--- src/rtl/crypt_pkg.sv ---
// crypt_pkg: widths, word field positions, decrypt mode enum and keystream shared by the crypt blocks
package crypt_pkg;
  localparam int DATA_W = 60;
  localparam int ENC_W = 78;
  localparam int R6_W = 6;
  localparam int R11_W = 11;
  localparam int CIPHER_LSB = 0;
  localparam int CIPHER_MSB = 59;
  localparam int PARITY_BIT = 60;
  localparam int R11_LSB = 61;
  localparam int R11_MSB = 71;
  localparam int R6_LSB = 72;
  localparam int R6_MSB = 77;
  typedef enum logic [1:0] {MODE_XOR, MODE_ROT, MODE_SUB, MODE_REV} mode_e;
  function automatic logic [DATA_W-1:0] k60(input logic [R11_W-1:0] r11);
    return {r11[4:0], {5{r11}}};
  endfunction
endpackage

--- src/rtl/decrypter_if.sv ---
// decrypter_if: input word and result handshakes of the decrypter
interface decrypter_if;
  import crypt_pkg::*;
  logic in_valid;
  logic in_ready;
  logic [ENC_W-1:0] data_to_be_decrypt;
  logic out_valid;
  logic out_ready;
  logic [DATA_W-1:0] output_decrypted;
  logic out_err;
  logic [1:0] out_mode;
  logic [7:0] err_count;
  modport master (
    output in_valid, data_to_be_decrypt, out_ready,
    input in_ready, out_valid, output_decrypted, out_err, out_mode, err_count
  );
  modport slave (
    input in_valid, data_to_be_decrypt, out_ready,
    output in_ready, out_valid, output_decrypted, out_err, out_mode, err_count
  );
endinterface

--- src/rtl/decrypt_core.sv ---
// decrypt_core: combinational plaintext recovery for the four keystream modes
module decrypt_core
  import crypt_pkg::*;
(
  input  logic [DATA_W-1:0] cipher,
  input  logic [R6_W-1:0]   rand6,
  input  logic [R11_W-1:0]  rand11,
  output logic [DATA_W-1:0] plain
);
  logic [DATA_W-1:0] k, rot, inv, rev;
  logic [R6_W-1:0] r;
  mode_e mode;
  always_comb begin
    k = k60(rand11);
    mode = mode_e'(rand6[1:0]);
    r = rand6 < R6_W'(DATA_W) ? rand6 : rand6 - R6_W'(DATA_W);
    rot = DATA_W'({cipher, cipher} >> r);
    inv = cipher ^ ~k;
    rev = '0;
    for (int i = 0; i < DATA_W; i++) rev[i] = inv[DATA_W-1-i];
    plain = mode == MODE_XOR ? cipher ^ k :
            mode == MODE_ROT ? rot ^ k :
            mode == MODE_SUB ? cipher - k : rev;
  end
endmodule

--- src/rtl/decrypter.sv ---
// decrypter: handshaked 4-cycle decrypt FSM with parity error count (enabled by DECRYPTER_PARITY_CHECK_EN)
module decrypter
  import crypt_pkg::*;
(
  input logic Clk,
  input logic Rst,
  decrypter_if.slave bus
);
  typedef enum logic [2:0] {IDLE, CAPTURE, CHECK, XFORM, HOLD} state_e;
  state_e state_q, state_d;
  logic [DATA_W-1:0] cipher_q, cipher_d;
  logic [R6_W-1:0] rand6_q, rand6_d;
  logic [R11_W-1:0] rand11_q, rand11_d;
  logic par_err_q, par_err_d;
  logic [DATA_W-1:0] out_data_q, out_data_d;
  logic out_err_q, out_err_d;
  logic [1:0] out_mode_q, out_mode_d;
  logic [7:0] err_count_q, err_count_d;
  logic [DATA_W-1:0] plain;
  logic accept, done, load;
`ifdef DECRYPTER_PARITY_CHECK_EN
  logic parity_q, parity_d;
`endif
  decrypt_core u_core (
    .cipher(cipher_q),
    .rand6(rand6_q),
    .rand11(rand11_q),
    .plain(plain)
  );
  always_comb begin
    accept = state_q == IDLE && bus.in_valid;
    done = state_q == HOLD && bus.out_ready;
    load = state_q == XFORM;
    state_d = state_q == IDLE ? (accept ? CAPTURE : IDLE) :
              state_q == CAPTURE ? CHECK :
              state_q == CHECK ? XFORM :
              state_q == XFORM ? HOLD : (done ? IDLE : HOLD);
    cipher_d = accept ? bus.data_to_be_decrypt[CIPHER_MSB:CIPHER_LSB] : cipher_q;
    rand6_d = accept ? bus.data_to_be_decrypt[R6_MSB:R6_LSB] : rand6_q;
    rand11_d = accept ? bus.data_to_be_decrypt[R11_MSB:R11_LSB] : rand11_q;
`ifdef DECRYPTER_PARITY_CHECK_EN
    parity_d = accept ? bus.data_to_be_decrypt[PARITY_BIT] : parity_q;
    par_err_d = state_q == CHECK ? parity_q != ^cipher_q : par_err_q;
    err_count_d = done && out_err_q && err_count_q != 8'hFF ? err_count_q + 8'd1 : err_count_q;
`else
    par_err_d = 1'b0;
    err_count_d = '0;
`endif
    // a failed word is reported with an all-zero plaintext
    out_data_d = load ? (par_err_q ? '0 : plain) : out_data_q;
    out_err_d = load ? par_err_q : out_err_q;
    out_mode_d = load ? rand6_q[1:0] : out_mode_q;
  end
  always_ff @(posedge Clk) begin
    if (Rst) begin
      state_q <= IDLE;
      cipher_q <= '0;
      rand6_q <= '0;
      rand11_q <= '0;
      par_err_q <= 1'b0;
      out_data_q <= '0;
      out_err_q <= 1'b0;
      out_mode_q <= '0;
      err_count_q <= '0;
`ifdef DECRYPTER_PARITY_CHECK_EN
      parity_q <= 1'b0;
`endif
    end else begin
      state_q <= state_d;
      cipher_q <= cipher_d;
      rand6_q <= rand6_d;
      rand11_q <= rand11_d;
      par_err_q <= par_err_d;
      out_data_q <= out_data_d;
      out_err_q <= out_err_d;
      out_mode_q <= out_mode_d;
      err_count_q <= err_count_d;
`ifdef DECRYPTER_PARITY_CHECK_EN
      parity_q <= parity_d;
`endif
    end
  end
  assign bus.in_ready = state_q == IDLE;
  assign bus.out_valid = state_q == HOLD;
  assign bus.output_decrypted = out_data_q;
  assign bus.out_err = out_err_q;
  assign bus.out_mode = out_mode_q;
  assign bus.err_count = err_count_q;
endmodule

--- src/flat_wrapper.sv ---
// flat-port wrapper written by rule: the top's interface ports become plain ports
module decrypter_flat import crypt_pkg::*;
  (Clk, Rst, bus_in_valid, bus_data_to_be_decrypt, bus_out_ready, bus_in_ready, bus_out_valid, bus_output_decrypted, bus_out_err, bus_out_mode, bus_err_count);
  decrypter_if bus_i ();
  input logic Clk;
  input logic Rst;
  input wire logic [$bits(bus_i.in_valid)-1:0] bus_in_valid;
  input wire logic [$bits(bus_i.data_to_be_decrypt)-1:0] bus_data_to_be_decrypt;
  input wire logic [$bits(bus_i.out_ready)-1:0] bus_out_ready;
  output wire logic [$bits(bus_i.in_ready)-1:0] bus_in_ready;
  output wire logic [$bits(bus_i.out_valid)-1:0] bus_out_valid;
  output wire logic [$bits(bus_i.output_decrypted)-1:0] bus_output_decrypted;
  output wire logic [$bits(bus_i.out_err)-1:0] bus_out_err;
  output wire logic [$bits(bus_i.out_mode)-1:0] bus_out_mode;
  output wire logic [$bits(bus_i.err_count)-1:0] bus_err_count;
  assign bus_i.in_valid = bus_in_valid;
  assign bus_i.data_to_be_decrypt = bus_data_to_be_decrypt;
  assign bus_i.out_ready = bus_out_ready;
  assign bus_in_ready = bus_i.in_ready;
  assign bus_out_valid = bus_i.out_valid;
  assign bus_output_decrypted = bus_i.output_decrypted;
  assign bus_out_err = bus_i.out_err;
  assign bus_out_mode = bus_i.out_mode;
  assign bus_err_count = bus_i.err_count;
  decrypter u_core (.Clk(Clk), .Rst(Rst), .bus(bus_i));
endmodule
--- config.mk ---
export PLATFORM = sky130hd
export DESIGN_NAME = decrypter_flat
export DESIGN_NICKNAME = d
export VERILOG_FILES = /design/src/rtl/crypt_pkg.sv /design/src/rtl/decrypter_if.sv /design/src/rtl/decrypt_core.sv /design/src/rtl/decrypter.sv /design/src/flat_wrapper.sv
export SDC_FILE = /design/constraint.sdc
export NUM_CORES = 1
export LEC_CHECK = 0
export CORE_UTILIZATION = 64
export CTS_CLUSTER_DIAMETER = 100
export DETAILED_ROUTE_END_ITERATION = 10
export PLACE_DENSITY = 0.88
export SETUP_SLACK_MARGIN = 0.4
export SLEW_MARGIN = 0
export SYNTH_ARGS = -nofsm -noshare
export SYNTH_HDL_FRONTEND = slang
export SYNTH_SLANG_ARGS = --single-unit
--- constraint.sdc ---
create_clock -name Clk -period 9.3 [get_ports Clk]
set_clock_uncertainty 0.1 [all_clocks]
set_input_delay 1.86 -clock Clk [delete_from_list [all_inputs] [get_ports Clk]]
set_output_delay 1.86 -clock Clk [all_outputs]
set_load 0.02 [all_outputs]
* After elaboration in Yosys (flattened, before gate mapping)
Cells that the tools add are included.
Storage, ports and cells: register bits after elaboration 142, input bits 82, output and inout bits 73, logic and storage cells 34
Cells by class: add/sub/neg operators 2, $lt $le $gt $ge 1, equal/unequal tests 6, shifts and indexed selects 1, muxes and demuxes 10, bitwise gates (word level) 4, reductions and logical operators 4
Operators by type and width (number):
- 60-bit 2-to-1 mux | 3
- 60-bit XOR | 3
- 120-bit by 6-bit right shift with 60-bit output | 1
- 60-bit NOT | 1
- 60-bit subtractor | 1
- 3-bit 2-to-1 mux | 5
- 3-bit by 2-bit equality test with 1-bit output, second input constant | 2
- 6-bit less-than comparator, second input constant | 1
- 6-bit 2-to-1 mux | 1
- 6-bit subtractor, second input constant | 1
- 3-bit by 1-bit equality test with 1-bit output, second input constant | 1
- 3-bit equality test, second input constant | 1
- 3-bit logical NOT | 1
- 2-bit by 1-bit equality test with 1-bit output, second input constant | 1
- 2-bit equality test, second input constant | 1
- 1-bit logical AND | 2
- 2-bit logical NOT | 1
- 1-bit 2-to-1 mux | 1

* Depth between registers and ports, before layout
word-level depth 7, mapped depth 15, mapped depth without buffers 13

* Cells and area by module
A second synthesis with hierarchy kept.
Second synthesis, totals: cell total of the unflattened synthesis 1989, area total of the unflattened synthesis 16166.8 sq um
By module, submodules not included:
- decrypt_core | instances 1, cells each 1361, area an instance 9774.4 sq um, seq. area each 0.0 sq um
- decrypter | instances 1, cells each 628, area an instance 6392.4 sq um, seq. area each 2842.7 sq um

* Least setup slack after synthesis
Ideal clock, no wire load.
path kind reg2reg, start point register u_core.rand11_q[2], end point register u_core.out_data_q[56] (netlist: u_core.bus.output_decrypted[56]), library setup time 0.119 ns, arrival time 3.327 ns, data required time 9.081 ns, setup slack 5.754 ns, cell stages (with the launch flop) 15, buffers on the path 2, clock period less this slack 3.546 ns, cell sequence dfxtp_1 > clkbuf_1 > inv_1 > ha_1 > clkbuf_1 > and4_1 > nor3b_1 > nand4_1 > or3_1 > a211oi_1 > nor3_1 > a31o_2 > o21bai_1 > mux2i_1 > a21oi_1
Between the ends: longest elaborated chain between the ends 4
Ends and longest elaborated chain:
- start, declared | line decrypter.sv:13 | logic [R11_W-1:0] rand11_q, rand11_d;
- start signal, assigned | line decrypter.sv:72 | rand11_q <= rand11_d;
- 60-bit subtractor | line decrypt_core.sv:23 | mode == MODE_SUB ? cipher - k : rev;
- 60-bit 2-to-1 mux | line decrypt_core.sv:23
- 60-bit 2-to-1 mux | line decrypt_core.sv:22 | mode == MODE_ROT ? rot ^ k :
- 60-bit 2-to-1 mux | line decrypt_core.sv:21 | plain = mode == MODE_XOR ? cipher ^ k :
- end signal, assigned | line decrypter.sv:74 | out_data_q <= out_data_d;
- end, declared | line decrypter.sv:15 | logic [DATA_W-1:0] out_data_q, out_data_d;
Every way passes these cells. A chain may end at the register's enable or synchronous reset.

* Final worst setup path
start point register u_core.rand6_q[0], end point register u_core.out_data_q[24] (netlist: u_core.bus.output_decrypted[24])
Between the ends: longest elaborated chain between the ends 6, elaborated cells between the ends (all ways) 11, classes of those cells 1 x add/sub; 1 x order compare; 2 x eq/ne; 1 x shift; 4 x mux; 1 x bitwise; 1 x reduce/logical
Ends and longest elaborated chain:
- start, declared | line decrypter.sv:12 | logic [R6_W-1:0] rand6_q, rand6_d;
- start signal, assigned | line decrypter.sv:71 | rand6_q <= rand6_d;
- 6-bit subtractor or 6-bit less-than comparator (tied branches) | line decrypt_core.sv:16 | r = rand6 < R6_W'(DATA_W) ? rand6 : rand6 - R6_W'(DATA_W);
- 6-bit 2-to-1 mux | line decrypt_core.sv:16
- 120-bit by 6-bit right shift with 60-bit output | line decrypt_core.sv:17 | rot = DATA_W'({cipher, cipher} >> r);
- 60-bit XOR | line decrypt_core.sv:22
- 60-bit 2-to-1 mux | line decrypt_core.sv:22
- 60-bit 2-to-1 mux * | line decrypt_core.sv:21
Every way passes the cells marked *; elsewhere a longest branch is shown, timed or not.

==> reports/metrics.cfg <==
[setup_path]
rr_startpoint = u_core.rand6_q[0]
worst-path-stages = 9
crit_arrival_ns = 5.44
cp-start-kind = flop
r2r_cells = 9
r2r_end = u_core.bus.output_decrypted[24]
crit_slowest_cell = a2111oi_0
cp_cell_sequence = buf_4, mux4_2, mux4_2, mux2i_1, mux2i_1, xnor2_1, nor2_1, a2111oi_0, nor3_1
slowest_delay_ns = 1.03
cp.required_ns = 9.48
end_kind = flop
path_delay_family = multiplexers
critPathKind = flop to flop
r2r_slack_ns = 4.04
path_buf_inv = 1
cp_max_fo = 62

[route]
vias = 17180
ant_nets = 0
drcViolationCount = 0
firstDrtPassIters = 7
drt_wl_total_um = 62800
drtIter0Drc = 2993
wl_per_cell_um = 26.6
via_per_inst = 7.27

[floorplanning]
die_area_um2 = 24900
ios = 155
die_h_um = 158
row_count = 56
fp.coreArea_um2 = 23600
die_x_um = 158
start_util = 0.657

[clocking]
cts-hold-fix-buffers = 0
clk_pin_slew_ns = 0.07
cts_tree = yes
post_cts_buffers = 0
clk_path_buf_depth = 2
clock-sinks = 142
clk-insertion-delay-late_ns = 0.44
root_buffer = clkbuf_16
numCtsBuffers = 17
postCtsResizedCells = 0
h-tree-depth = 4

[yosys]
yosysTopAreaCell = dfxtp_1
seq_area_frac_synth = 0.183
ys_seq_elements = 142
synth-edff-count = 0
synth_cell_types = 80
synthesis.area_um2 = 15500
yosys-top-cells-area = dfxtp_1 (18%), mux4_2 (12%), mux2i_1 (9.2%), nand2_1 (8.8%), a21oi_1 (7.1%)
synth_top_cell_area_share = 0.183
synth-main-ff-cell = dfxtp_1
avgSynthCellArea_um2 = 7.64
syn_inst = 2032
synth_warnings = 0
async_flop_share = 0

[flow_run]
max-cap-violations = 0

[layout]
n_antenna_cell = 0
area_growth_pct = 11.6
layoutNonFillerInstCount = 2362
fillers = 1859
drive_gt1_frac = 0.0930
nets = 2173

[sta]
finalSetupTns_ns = 0
rsz0062_at_grt = false
slew-limit-headroom = 0.176
fmax_mhz = 190
slew_violations = 0
final-setup-viol-count = 0
worst_pin_slew_ns = 1.21
period_share = 0.566
final.min_clock_period_ns = 5.26
fin_ws_ns = 4.04
hold_viol = 0

[global_route]
antenna_found_initial = 1
grt_max_degree = 83
grt_pass1_wl_um = 92000
grt_use_total = 0.502
grt_pass1_vias = 15256
overflow = 0

[placed_design]
hpwlAfterDp_um = 46300
pre_cts_ws_ns = 4.35
gp_congestion = 1.14
dp_cells = 2330
portBuffers = 144

[hold_path]
hp-start = u_core.bus.output_decrypted[28]
hold_path_class = flop to flop
min_path_cells = 2
holdPathEnd = u_core.bus.output_decrypted[28]

[pwr]
ir_worst_vdd_mv = 0.114
power.density_nw_per_um2 = 176
p_leak_nw = 6.86

[run_status]
status = completed

[per-stage QoR]
step	total power [W]	hold slack [ns]	area, um2	util
3_5_place_dp	0.00222	0.340	16700	0.709
2_1_floorplan	0.00177	0.362	15600	-
6_report	0.00304	0.353	17300	0.734
4_1_cts	0.00294	0.351	17300	0.734
3_3_place_gp	0.00219	0.323	16700	0.709
5_1_grt	0.00313	0.384	17300	0.734
[registers in the layout, indices dropped and copies added (netlist names)]
signal                       count
u_core.rand6_q                   6
u_core.bus.out_mode              2
u_core.rand11_q                 11
u_core.bus.output_decrypted     60
u_core.state_q                   3
u_core.cipher_q                 60
[logic make-up after synthesis]
kind of cell	count (synthesis)	synth area share
muxes	259	0.238
buffers and inverters	236	0.0666
and+or+nand+nor	683	0.187
xor gates and xnor gates	75	0.0433
DFF	142	0.183
adders and majority gates	61	0.0496
other	1	0.000242
AOI/OAI and AO/OA	575	0.233
[area by class of cell]
type                            count  area (um2)  area share
Clock buffer                       19         433      0.0250
Clock inverter                     13         155     0.00895
Inverter                           41         154     0.00888
Multi-Input combinational cell   1662       11700       0.677
Sequential cell                   142        2850       0.164
Tap cell                          319         399      0.0230
Timing Repair Buffer              166        1600      0.0926
[synthesized netlist by cell type, types with 7 or more instances]
master / count
nor2_1: 160
o21bai_1: 9
o211ai_1: 13
a21oi_1: 221
inv_1: 39
a311oi_1: 8
mux2_2: 30
a221oi_1: 15
a211oi_1: 43
o21a_1: 11
buf_2: 23
buf_1: 14
nand4_1: 25
a31oi_1: 26
ha_1: 60
o31ai_1: 8
o21ai_0: 98
buf_4: 19
clkbuf_1: 131
dfxtp_1: 142
a21o_1: 37
mux4_2: 83
nor3_1: 33
and2_1: 12
or3_1: 9
mux2i_1: 143
xnor2_1: 68
nand3_1: 33
and3_1: 11
a211o_1: 7
nor2b_1: 13
nand2_1: 363
[worst reg2reg max path: stages, from the launching register on]
cell,delay (ns)
dfxtp_4,0.91
buf_4,0.82
mux4_2,0.72
mux4_2,0.50
mux2i_1,0.38
mux2i_1,0.17
xnor2_1,0.23
nor2_1,0.14
a2111oi_0,1.03
nor3_1,0.11
[layer usage]
layer | vias to the layer above | GRT usage | routed length (um)
li1 | 7392 | - | -
met4 | 2 | 0.345 | 5020
met2 | 1523 | 0.703 | 25100
met3 | 367 | 0.159 | 10300
met1 | 7896 | 0.652 | 22300
met5 | - | 0 | 11
[where the power goes]
part | internal [W] | switching, W
clock network | 0.000403 | 0.000325
registers | 0.000647 | 0.0000951
logic | 0.000586 | 0.000986
total | 0.00164 | 0.00141
[layout by cell type (no fill, tap or decap), drive strengths merged, types with 11 or more instances in the layout]
| master | Yosys | final |
|---|---|---|
| a211oi | 44 | 44 |
| a31oi | 26 | 26 |
| clkdlybuf4s50 | 0 | 143 |
| nand2 | 363 | 363 |
| a21o | 37 | 37 |
| ha | 60 | 60 |
| mux2i | 145 | 145 |
| dfxtp | 142 | 142 |
| xnor2 | 69 | 69 |
| nand3 | 33 | 33 |
| mux2 | 31 | 31 |
| nor2 | 160 | 160 |
| nor2b | 13 | 13 |
| o21ai | 105 | 105 |
| inv | 39 | 45 |
| buf | 62 | 23 |
| and2 | 12 | 12 |
| a221oi | 15 | 15 |
| mux4 | 83 | 83 |
| nor3 | 33 | 33 |
| nand4 | 25 | 25 |
| o211ai | 13 | 13 |
| clkbuf | 133 | 19 |
| and3 | 11 | 11 |
| a21oi | 222 | 222 |
| o21a | 11 | 11 |
[how the worst max path moves through the flow]
stage	from	slack, ns	endpoint
6_report	u_core.rand6_q[0]	4.04	u_core.bus.output_decrypted[24]
5_1_grt	u_core.rand6_q[0]	3.89	u_core.bus.output_decrypted[24]
4_1_cts	u_core.rand6_q[0]	4.33	u_core.bus.output_decrypted[24]
3_5_place_dp	u_core.rand6_q[0]	4.35	u_core.bus.output_decrypted[24]
3_3_place_gp	u_core.rand6_q[0]	4.55	u_core.bus.output_decrypted[24]
2_1_floorplan	u_core.rand11_q[2]	5.75	u_core.bus.output_decrypted[56]
Note: power is estimated with default switching activity, not from simulation.
